$ cat src/rtl/signed_cmp_swap_stage_if.sv
// Handshake bundle for signed_cmp_swap_stage: input pair, output pair, counter control.
// Optional out_eq member exists only when CSWAP_EQ_FLAG_EN is defined.
interface signed_cmp_swap_stage_if #(
    parameter int WIDTH = 32,
    parameter int CNT_W = 16
);
    logic             in_valid;
    logic             in_ready;
    logic [WIDTH-1:0] in_a;
    logic [WIDTH-1:0] in_b;
    logic             out_valid;
    logic             out_ready;
    logic [WIDTH-1:0] out_min;
    logic [WIDTH-1:0] out_max;
    logic             out_lteq;
    logic             clr_cnt;
    logic [CNT_W-1:0] lteq_cnt;

`ifdef CSWAP_EQ_FLAG_EN
    logic             out_eq;

    modport master (
        output in_valid, in_a, in_b, out_ready, clr_cnt,
        input  in_ready, out_valid, out_min, out_max, out_lteq, out_eq, lteq_cnt
    );
    modport slave (
        input  in_valid, in_a, in_b, out_ready, clr_cnt,
        output in_ready, out_valid, out_min, out_max, out_lteq, out_eq, lteq_cnt
    );
`else
    modport master (
        output in_valid, in_a, in_b, out_ready, clr_cnt,
        input  in_ready, out_valid, out_min, out_max, out_lteq, lteq_cnt
    );
    modport slave (
        input  in_valid, in_a, in_b, out_ready, clr_cnt,
        output in_ready, out_valid, out_min, out_max, out_lteq, lteq_cnt
    );
`endif
endinterface

$ cat src/rtl/signed_cmp_swap_stage.sv
// Two-stage signed compare-and-swap node emitting (min, max, a<=b) with a saturating a<=b counter.
// Optional CSWAP_EQ_FLAG_EN adds out_eq and restricts the counter to strict a<b transfers.
module signed_cmp_swap_stage #(
    parameter int WIDTH = 32,
    parameter int CNT_W = 16
) (
    input logic                   clk,
    input logic                   rst,
    signed_cmp_swap_stage_if.slave bus
);

    logic                    s2_take;
    logic                    s1_take;
    logic                    in_fire;
    logic                    out_fire;
    logic                    cnt_inc;

    logic                    s1_valid_q, s1_valid_d;
    logic signed [WIDTH-1:0] s1_a_q, s1_a_d;
    logic signed [WIDTH-1:0] s1_b_q, s1_b_d;
    logic                    s1_lteq;

    logic                    s2_valid_q, s2_valid_d;
    logic        [WIDTH-1:0] s2_min_q, s2_min_d;
    logic        [WIDTH-1:0] s2_max_q, s2_max_d;
    logic                    s2_lteq_q, s2_lteq_d;

    logic        [CNT_W-1:0] cnt_q, cnt_d;

`ifdef CSWAP_EQ_FLAG_EN
    logic                    s1_eq;
    logic                    s2_eq_q, s2_eq_d;
`endif

    // Ready chain runs backwards from the output; in_valid never feeds in_ready.
    assign s2_take  = ~s2_valid_q | bus.out_ready;
    assign s1_take  = ~s1_valid_q | s2_take;
    assign in_fire  = bus.in_valid & s1_take;
    assign out_fire = s2_valid_q & bus.out_ready;

    // Both operands are declared signed, so this is a two's-complement compare.
    assign s1_lteq = (s1_a_q <= s1_b_q);

`ifdef CSWAP_EQ_FLAG_EN
    assign s1_eq   = (s1_a_q == s1_b_q);
    assign cnt_inc = out_fire & s2_lteq_q & ~s2_eq_q;
`else
    assign cnt_inc = out_fire & s2_lteq_q;
`endif

    always_comb begin
        // NOTE: every _d takes its _q as a default first, so no branch can infer a latch.
        s1_valid_d = s1_valid_q;
        s1_a_d     = s1_a_q;
        s1_b_d     = s1_b_q;
        s2_valid_d = s2_valid_q;
        s2_min_d   = s2_min_q;
        s2_max_d   = s2_max_q;
        s2_lteq_d  = s2_lteq_q;
`ifdef CSWAP_EQ_FLAG_EN
        s2_eq_d    = s2_eq_q;
`endif
        cnt_d      = cnt_q;

        if (s1_take) begin
            s1_valid_d = bus.in_valid;
        end
        if (in_fire) begin
            s1_a_d = bus.in_a;
            s1_b_d = bus.in_b;
        end

        if (s2_take) begin
            s2_valid_d = s1_valid_q;
            if (s1_valid_q) begin
                s2_lteq_d = s1_lteq;
                s2_min_d  = s1_lteq ? s1_a_q : s1_b_q;
                s2_max_d  = s1_lteq ? s1_b_q : s1_a_q;
`ifdef CSWAP_EQ_FLAG_EN
                s2_eq_d   = s1_eq;
`endif
            end
        end

        if (bus.clr_cnt) begin
            cnt_d = '0;
        end else if (cnt_inc && (cnt_q != '1)) begin
            cnt_d = cnt_q + CNT_W'(1);
        end
    end

    always_ff @(posedge clk) begin
        if (rst) begin
            // NOTE: data registers are reset as well so out_min/out_max read 0 after reset.
            s1_valid_q <= 1'b0;
            s1_a_q     <= '0;
            s1_b_q     <= '0;
            s2_valid_q <= 1'b0;
            s2_min_q   <= '0;
            s2_max_q   <= '0;
            s2_lteq_q  <= 1'b0;
`ifdef CSWAP_EQ_FLAG_EN
            s2_eq_q    <= 1'b0;
`endif
            cnt_q      <= '0;
        end else begin
            // NOTE: non-blocking updates keep every register sampling pre-edge values.
            s1_valid_q <= s1_valid_d;
            s1_a_q     <= s1_a_d;
            s1_b_q     <= s1_b_d;
            s2_valid_q <= s2_valid_d;
            s2_min_q   <= s2_min_d;
            s2_max_q   <= s2_max_d;
            s2_lteq_q  <= s2_lteq_d;
`ifdef CSWAP_EQ_FLAG_EN
            s2_eq_q    <= s2_eq_d;
`endif
            cnt_q      <= cnt_d;
        end
    end

    assign bus.in_ready  = s1_take;
    assign bus.out_valid = s2_valid_q;
    assign bus.out_min   = s2_min_q;
    assign bus.out_max   = s2_max_q;
    assign bus.out_lteq  = s2_lteq_q;
`ifdef CSWAP_EQ_FLAG_EN
    assign bus.out_eq    = s2_eq_q;
`endif
    assign bus.lteq_cnt  = cnt_q;

endmodule

$ cat src/flat_wrapper.sv
// flat-port wrapper written by rule: the top's interface ports become plain ports
module signed_cmp_swap_stage_flat 
#(
    parameter int WIDTH = 32,
    parameter int CNT_W = 16
)
  (clk, rst, bus_in_valid, bus_in_a, bus_in_b, bus_out_ready, bus_clr_cnt, bus_in_ready, bus_out_valid, bus_out_min, bus_out_max, bus_out_lteq, bus_lteq_cnt);
  signed_cmp_swap_stage_if #(.WIDTH(WIDTH), .CNT_W(CNT_W)) bus_i ();
  input logic clk;
  input logic rst;
  input wire logic [$bits(bus_i.in_valid)-1:0] bus_in_valid;
  input wire logic [$bits(bus_i.in_a)-1:0] bus_in_a;
  input wire logic [$bits(bus_i.in_b)-1:0] bus_in_b;
  input wire logic [$bits(bus_i.out_ready)-1:0] bus_out_ready;
  input wire logic [$bits(bus_i.clr_cnt)-1:0] bus_clr_cnt;
  output wire logic [$bits(bus_i.in_ready)-1:0] bus_in_ready;
  output wire logic [$bits(bus_i.out_valid)-1:0] bus_out_valid;
  output wire logic [$bits(bus_i.out_min)-1:0] bus_out_min;
  output wire logic [$bits(bus_i.out_max)-1:0] bus_out_max;
  output wire logic [$bits(bus_i.out_lteq)-1:0] bus_out_lteq;
  output wire logic [$bits(bus_i.lteq_cnt)-1:0] bus_lteq_cnt;
  assign bus_i.in_valid = bus_in_valid;
  assign bus_i.in_a = bus_in_a;
  assign bus_i.in_b = bus_in_b;
  assign bus_i.out_ready = bus_out_ready;
  assign bus_i.clr_cnt = bus_clr_cnt;
  assign bus_in_ready = bus_i.in_ready;
  assign bus_out_valid = bus_i.out_valid;
  assign bus_out_min = bus_i.out_min;
  assign bus_out_max = bus_i.out_max;
  assign bus_out_lteq = bus_i.out_lteq;
  assign bus_lteq_cnt = bus_i.lteq_cnt;
  signed_cmp_swap_stage #(.WIDTH(WIDTH), .CNT_W(CNT_W)) u_core (.clk(clk), .rst(rst), .bus(bus_i));
endmodule
$ cat config.mk
export PLATFORM = sky130hd
export DESIGN_NAME = signed_cmp_swap_stage_flat
export DESIGN_NICKNAME = d
export VERILOG_FILES = /design/src/rtl/signed_cmp_swap_stage_if.sv /design/src/rtl/signed_cmp_swap_stage.sv /design/src/flat_wrapper.sv
export SDC_FILE = /design/constraint.sdc
export NUM_CORES = 1
export LEC_CHECK = 0
export CAP_MARGIN = 10
export CORE_UTILIZATION = 50
export CTS_BUF_LIST = sky130_fd_sc_hd__clkbuf_2
export DETAILED_ROUTE_END_ITERATION = 8
export PLACE_DENSITY_LB_ADDON = 0.2
export SLEW_MARGIN = 25
export SYNTH_ARGS = -nofsm -noshare
export SYNTH_HDL_FRONTEND = slang
export SYNTH_SLANG_ARGS = --single-unit
$ cat constraint.sdc
create_clock -name clk -period 5.7 [get_ports clk]
set_input_delay 0.57 -clock clk [delete_from_list [all_inputs] [get_ports clk]]
set_output_delay 0.57 -clock clk [all_outputs]
set_load 0.01 [all_outputs]
==> results.cfg <==
[setup_path]
crit_fanout = 48
reg2regPathDepth = 10
r2r_slack_ps = 2160
required_ps = 6330
crit_type = reg2reg
r2r_end = u_core.bus.out_min[3]
end_kind = register
cp-start-kind = register
cp_data_arrival_time_ps = 4170
r2r_start = u_core.s1_b_q[23]

[power_and_ir_drop]
seq_power_share_pct = 55.0
p_int_mw = 1.40
clockPowerShare_pct = 20.9
p_per_area_nw_per_um2 = 235
ir_worst_vdd_uv = 128
p_comb_share_pct = 24.2
netSwitchingFraction_pct = 32.7
power.switching_mw = 0.679
leakage_nw = 3.07
power_mw = 2.08

[synth]
synthArstFlopShare_pct = 0
yosysUniqueCellTypes = 39
syn_area_um2 = 7250
synthCells = 867
synth_commonest_cells = dfxtp_1 (147), nand2_1 (147), nor2_1 (85), a21oi_1 (78), nand3_1 (71)
avgSynthCellArea_um2 = 8.36
synth_top_cell_area_share_pct = 40.6
yosys.area.top_type = dfxtp_1
ys_seq_area_share_pct = 40.6
synth_edf_count = 0
synth_warnings = 0
synth_fp_nets = 969
synth_seq_cells = 147
ys.flop_type = dfxtp_1
synth_area_leaders = dfxtp_1 (41%), nand2_1 (7.6%), a41oi_2 (7.4%)

[floorplanning]
coreArea_um2 = 14000
die_x_um = 122
die_area_um2 = 15000
row_count = 43
die_h_um = 122
start_util_pct = 51.8
ios = 152

[clocking]
clk_pin_slew_worst_paths_ps = 180
h-tree-depth = 4
ctsResizeCount = 0
postCtsSetupBuffers = 0
cts_hold_buf = 0
cts_buffers = 17
cts-root-buf = clkbuf_2
cts_tree = built
clk_latency_ps = 720
clock-sinks = 147
ctsLongestPathBuffers = 2

[routing]
routedWlPerCell_um = 16.3
vias_per_cell = 5.76
initialDrtViolationCount = 593
dr.pass1.iters = 5
drc = 0
vias = 6650
routed_wl_um = 18800
ant_nets = 0

[finish]
drive_above_1_share_pct = 8.11
nNetsFinal = 1070
seq_area_um2 = 2940
fin_cells = 1154
area_delta_synth_final_pct = 21.8
fillCellCount = 1261
n_antenna_cell = 0
multiInputGateArea_um2 = 3830
design_area_um2 = 8830
final_util_pct = 63.1

[sta]
tightestPinTransition_ps = 1030
rsz0062_at_grt = no
hold_violations = 0
worst_slack_ps = 2160
setup_viol = 0
fin_skew_ps = 22.7
max-slew-margin-rel_pct = 31.1
hold_ws_ps = 372
period_share_pct = 62.2
timing.fmax_mhz = 282
fin_tns_setup_ps = 0
fin_crit_ps = 3540
drv_slew = 0

[placement]
dp.final_hpwl_um = 11800
io_buffer_count = 151
pre_cts_ws_ps = 2240
placed_area_um2 = 8710
gp_congestion = 0.802
place_inst = 1129

[grt]
antenna_found_initial = 0
grt_pass1_vias = 6125
grt-ovfl-total = 0
grt_pass1_wl_um = 30200
gr-usage-all-layers_pct = 25.5
grt_max_degree = 68

[min_path]
whs_endpoint = u_core.s1_b_q[7]
hold_start = bus_in_b[7]
min_path_type = in2reg
min_path_cells = 3

[run]
maxCapViolCount = 0

[run_status]
status = finished clean
==> routing by layer <==
layer | wire [um] | vias to the layer above | global-route usage (%) | part of all wire, %
met5 | 0 | - | 0 | 0
li1 | - | 3291 | - | -
met1 | 8820 | 3127 | 34.4 | 47
met4 | 284 | 0 | 9.30 | 1.5
met3 | 1050 | 20 | 5.48 | 5.6
met2 | 8630 | 212 | 39.7 | 46
==> kinds of logic (layout without fill, tap and decap cells) <==
kind of cell / Yosys count / after routing / synth area share [%]
AOI/OAI and AO/OA: 222 / 222 / 24.7
adders and majority gates: 33 / 33 / 5.70
xor gates and xnor gates: 15 / 15 / 1.81
and+or+nand+nor: 337 / 337 / 20.1
DFF: 147 / 147 / 40.6
buffers and inverters: 113 / 220 / 7.04
==> sequential cells by signal (all words and copies together) (netlist names) <==
signal                count
u_core.bus.out_max       32
u_core.bus.out_min       32
u_core.s1_valid_q         1
u_core.s1_a_q            32
u_core.bus.lteq_cnt      16
u_core.s1_b_q            32
u_core.bus.out_valid      1
u_core.bus.out_lteq       1
==> cell type report <==
class	instances	share of cell area (%)
multi-input combinational	607	43.4
sequential	147	33.3
timing repair buffer	160	17.9
tap	180	2.55
inverter	35	1.49
clock buffer	22	1.25
clock inverter	3	0.156
==> worst max path at each step <==
stage,slack (ps),cells after the start,to,from
6_report,2160,10,u_core.bus.out_min[3],u_core.s1_b_q[23]
5_1_grt,1900,10,u_core.bus.out_min[0],u_core.s1_b_q[23]
4_1_cts,2180,10,u_core.bus.out_min[3],u_core.s1_b_q[23]
3_5_place_dp,2240,10,u_core.bus.out_min[3],u_core.s1_b_q[23]
3_3_place_gp,2280,10,u_core.bus.out_min[17],u_core.s1_b_q[23]
2_1_floorplan,3180,11,u_core.bus.out_max[18],u_core.s1_b_q[14]
==> critical path: stages, from the launching register on <==
cell and delay [ps]:
dfxtp_1 430, inv_1 60, ha_1 330, a21oi_1 140, o21ai_0 120, a221oi_1 390, o211ai_1 250, o21bai_4 530
buf_4 660, a41oi_1 210, a211oi_1 310
==> layout by cell type (no fill, tap or decap), types with 22 or more instances in the layout <==
master / synthesis / routed
clkdlybuf4s50_1: 0 / 150
dfxtp_1: 147 / 147
nand2_1: 147 / 145
nor2_1: 85 / 85
a21oi_1: 78 / 78
nand3_1: 71 / 71
a211oi_1: 64 / 64
inv_1: 35 / 35
a41oi_2: 33 / 33
ha_1: 33 / 33
a41oi_1: 31 / 31
clkbuf_2: 0 / 22
==> power groups by stage <==
stage	registers [mW]	clock network, mW	logic (mW)
4_1_cts	1.14	0.443	0.503
2_1_floorplan	1.16	0	0.324
3_5_place_dp	1.16	0	0.501
3_3_place_gp	1.16	0	0.495
6_report	1.14	0.433	0.502
5_1_grt	1.15	0.484	0.554
Power figures use the tool's default switching activity.
==> RTL edit 1: new RTL, same settings <==
`CNT_W` is set to 16 in 3 places; all go to 12.
--- a/src/rtl/signed_cmp_swap_stage_if.sv
+++ b/src/rtl/signed_cmp_swap_stage_if.sv
@@ -4,3 +4,3 @@
     parameter int WIDTH = 32,
-    parameter int CNT_W = 16
+    parameter int CNT_W = 12
 );
--- a/src/rtl/signed_cmp_swap_stage.sv
+++ b/src/rtl/signed_cmp_swap_stage.sv
@@ -4,3 +4,3 @@
     parameter int WIDTH = 32,
-    parameter int CNT_W = 16
+    parameter int CNT_W = 12
 ) (
--- a/src/flat_wrapper.sv
+++ b/src/flat_wrapper.sv
@@ -4,3 +4,3 @@
     parameter int WIDTH = 32,
-    parameter int CNT_W = 16
+    parameter int CNT_W = 12
 )
Interface: changed (resized bus_lteq_cnt); port bits go from 152 to 148. No check against the original RTL was run, so the function may have changed too.
==> RTL edit 1 against the unedited design <==
  * Synthesized area rose by 0.98%
  * Fmax fell by 4.4%
  * Synthesized cell count rose by 6.6%
  * Routed wire length did not move
  * Setup slack got worse by 0.16 ns
  * Sequential cell count fell by 4
  * Combinational power fell by 4%
  * Power rose by 3.0%
  * Cell area rose by 0.98%
  * First-iteration DRC count fell by 2.5%
  * Critical endpoint is now u_core.bus.out_min[28]
==> RTL edit 1: results (changes against the unedited design) <==
stage;metric;value;unit;change
setup_path;R2R depth;9;;-1
setup_path;worst reg2reg setup slack;1.99;ns;-0.16 ns
placement;Placed Area;8707;µm²;about the same
synth;FFs w/ async S/R, synth;0;;unchanged
global_routing;GRT Overall Usage;0.2536;;-0.0009447
timing;min cycle time layout;3.707;ns;+0.1631 ns
global_routing;initial antenna violation count;0;;unchanged
cells_and_area;fill count;1317;;+4.4%
setup_path;Slowest-stage cell, CP;o311ai_4;;
setup_path;slowest stage delay, CP;0.90;ns;+0.24 ns
timing;slew at the pin closest to its max-slew limit;1.020;ns;-0.01440 ns
clocking;clk_lat worst skew;0.69;ns;-0.03 ns
global_routing;vias in the first global route;6040;;-1.4%
synth;Syn Area/Cell;7.920;µm²;-5.2%
clocking;post-CTS sizing;0;;unchanged
setup_path;crit path max fanout;41;;-15%
clocking;clk slew on worst S/H paths;0.20;ns;+0.02 ns
timing;hold slack final;0.3970;ns;+0.02548 ns
power;VDD IR-drop max;0.0001981;V;+54%
synth;Netlist cell types;37;;-5.1%
setup_path;crit path from;u_core.s1_b_q[27];;
drt;Vias/cell;5.772;;+0.16%
synth;dominant cells by area after synthesis;dfxtp_1, a311oi_1, nand2_1;;
cells_and_area;fin cells;1206;;+4.5%
global_routing;met3 Use GR;0.05028;;-0.004556
global_routing;largest net degree at the start of global routing;96;;+41%
drt;WL met2;8367;µm;-3.1%
placement;DP Wirelength;11980;µm;+1.4%
cells_and_area;nets;1115;;+4.2%
worst_hold_path;worst hold endpoint;u_core.s1_b_q[6];;
global_routing;first-pass GRT wire length;30390;µm;+0.53%
power;leak pwr;2.971;nW;-3.2%
global_routing;M2 GR Usage;0.3799;;-0.01756
drt;WL met3;1223;µm;+16%
run_status;status;complete, no violations;;
timing;Fin Clk Skew;0.02549;ns;+0.002798 ns
synth;net count after synthesis;1026;;+5.9%
global_routing;M1 GR Usage;0.3711;;+0.02698
worst_hold_path;min-delay src;bus_in_b[6];;
synth;Synth top cells by count;dfxtp_1, nand2_1, nor2_1;;
drt;DRT Pass-1 Iters;6;;+1
cells_and_area;layout cells sized above 1;0.04776;;-0.03335
placement;Port Buffer Count;147;;-2.6%
drt;Initial DRC Count;578;;-2.5%
setup_path;worst r2r dst;u_core.bus.out_min[28];;
placement;GPL Wtd Cong;0.7879;;-1.8%
clocking;clk buf depth;2;;unchanged
drt;final wirelength;18790;µm;unchanged
setup_path;Arrival @ worst endpoint;4.29;ns;+0.12 ns
setup_path;Critical Path Sink;u_core.bus.out_min[28];;
synth;post-synthesis sequential area ratio;0.3912;;-0.01490
drt;WL met1;8995;µm;+2.0%
RTL edit 1: changes by cell type after synthesis, moves of 33 or more:
cell,unedited run,this run
a311oi_1,0,65
a211oi_1,64,0
a31oi_1,0,64
o211ai_1,2,66
nand3_1,71,8
a41oi_2,33,0
RTL edit 1: final cells by class:
class / count / area, µm² / share of cell area
timing repair buffer: 156 / 1536 / 0.1723
clock inverter: 11 / 97.59 / 0.01095
inverter: 36 / 135.1 / 0.01516
multi-input combinational: 659 / 3954 / 0.4434
sequential: 143 / 2863 / 0.3211
tap: 180 / 225.2 / 0.02526
clock buffer: 21 / 105.1 / 0.01179
RTL edit 1: logic make-up after synthesis:
family          synth area share
flops                     0.3912
xor+xnor                 0.01316
compound gates            0.2703
simple gates              0.1946
fa+ha+maj                0.05642
buf+inv                  0.07437
RTL edit 1: power breakdown:
part	switching, mW	leakage, nW	internal (mW)
logic	0.274	1.66	0.208
registers	0.0532	1.18	1.06
clock network	0.347	0.137	0.197
total	0.674	2.97	1.47
==> RTL edit 2: new RTL, config.mk and constraints unchanged <==
Made on the original files. Make the reset (`rst`) asynchronous in one clocked block.
--- a/src/rtl/signed_cmp_swap_stage.sv
+++ b/src/rtl/signed_cmp_swap_stage.sv
@@ -91,3 +91,3 @@
 
-    always_ff @(posedge clk) begin
+    always_ff @(posedge clk or posedge rst) begin
         if (rst) begin
Function: differs if rst is asserted again (counterexample within 4 cycles, from zero or initial values and one cycle with rst high); with rst held inactive, the same outputs for 10 cycles.
==> RTL edit 2 against the unedited design <==
  * Via count shrank 14%
  * Synthesized area shrank 2.3%
  * Sequential cell count is the same
  * Setup slack lost 0.17 ns
  * Cell area grew 0.95%
  * Routed wire length shrank 6.2%
  * Highest routed layer unchanged
Power is not compared: it rests on default switching activity, and its combinational part moved more than twofold at a synthesized area within 25%.
==> RTL edit 2: results (changes against the unedited design) <==
stage;metric;value;unit;change
run_status;status;complete, no violations;;
timing;max_slew headroom;0.3212;;+0.01047
global_routing;largest net degree at the start of global routing;102;;+50%
global_routing;met3 Use GR;0.05451;;-0.0003214
synth;dominant cells by area after synthesis;dfrtp_1, mux2_2, a221o_1;;
placement;Placed Area;8722;µm²;+0.19%
drt;WL met2;8346;µm;-3.3%
drt;top routing layer used;met4;;
timing;hold slack final;0.4139;ns;+0.04235 ns
synth;net count after synthesis;744;;-23%
synth;Synth top cells by count;dfrtp_1, a221o_1, mux2_2;;
drt;Initial DRC Count;502;;-15%
global_routing;vias in the first global route;5730;;-6.4%
cells_and_area;layout cells sized above 1;0.1352;;+0.05410
cells_and_area;nets;877;;-18%
setup_path;Slowest-stage cell, CP;a31o_2;;
synth;Syn Area/Cell;11.03;µm²;+32%
global_routing;initial antenna violation count;0;;unchanged
timing;Max Slew Vio Count;0;;unchanged
setup_path;crit path max fanout;34;;-29%
drt;DRT Pass-1 Iters;5;;unchanged
power;Clock net power;487;µW;
setup_path;worst reg2reg setup slack;1.99;ns;-0.17 ns
setup_path;cell family with most CP delay;compound AO/OA/AOI/OAI gates;;
placement;GPL Wtd Cong;0.8349;;+4.1%
synth;Netlist cell types;38;;-2.6%
drt;Vias/cell;5.932;;+2.9%
timing;Fin Clk Skew;0.02848;ns;+0.005790 ns
power;Logic power comb;1.27;mW;
placement;Post-Place Cells;935;;-17%
drt;final wirelength;17620;µm;-6.2%
placement;DP Wirelength;11880;µm;+0.61%
setup_path;Arrival @ worst endpoint;4.31;ns;+0.14 ns
cells_and_area;ANT cells;0;;unchanged
setup_path;slowest stage delay, CP;0.69;ns;+0.03 ns
synth;FFs w/ async S/R, synth;1.000;;+1.000
drt;WL met3;1284;µm;+22%
setup_path;Critical Path Sink;u_core.bus.out_min[26];;
cells_and_area;fin cells;964;;-16%
clocking;clk slew on worst S/H paths;0.20;ns;+0.02 ns
setup_path;crit path from;u_core.s1_b_q[15];;
worst_hold_path;Hold Path Class;input port to async pin;;
placement;Port Buffer Count;151;;unchanged
power;leak pwr;3.839;nW;
clocking;Clock Tree Root;clkbuf_2;;
global_routing;GRT Overall Usage;0.2519;;-0.002676
global_routing;first-pass GRT wire length;28320;µm;-6.3%
global_routing;M2 GR Usage;0.3993;;+0.001814
clocking;postcts setup bufs;0;;unchanged
cells_and_area;fill count;1092;;-13%
synth;Primary FF master, synth;dfrtp_1;;
synth;post-synthesis sequential area ratio;0.5193;;+0.1133
global_routing;M1 GR Usage;0.3303;;-0.01378
drt;WL met1;7562;µm;-14%
setup_path;R2R depth;8;;-2
synth;YS warnings;0;;unchanged
## RTL edit 2: layout make-up
type | count | area (µm²) | area share
well taps | 180 | 225.2 | 0.02527
clock inverters | 9 | 68.82 | 0.007720
flip-flops and latches | 147 | 3679 | 0.4127
inverters | 36 | 140.1 | 0.01572
multi-input cells | 417 | 3137 | 0.3519
clock buffers | 19 | 95.09 | 0.01067
repair buffers | 156 | 1569 | 0.1760
## RTL edit 2: cells by family after synthesis
family,count (synthesis),synth area share
multiplexers,64,0.1017
adder cells (fa/ha/maj),33,0.05829
AO/OA/AOI/OAI,134,0.1482
AND/OR/NAND/NOR,173,0.1127
XOR/XNOR,13,0.01608
buffers and inverters,78,0.04363
flip-flops,147,0.5193
## RTL edit 2: metrics by stage
step           power, mW    util  worst slack, ns
2_1_floorplan      2.118       -            1.179
3_5_place_dp       2.753  0.6308            2.037
6_report           3.244  0.6446            1.989
3_3_place_gp       2.720  0.6306            1.782
4_1_cts            3.238  0.6427            2.011
5_1_grt            3.429  0.6446            1.681
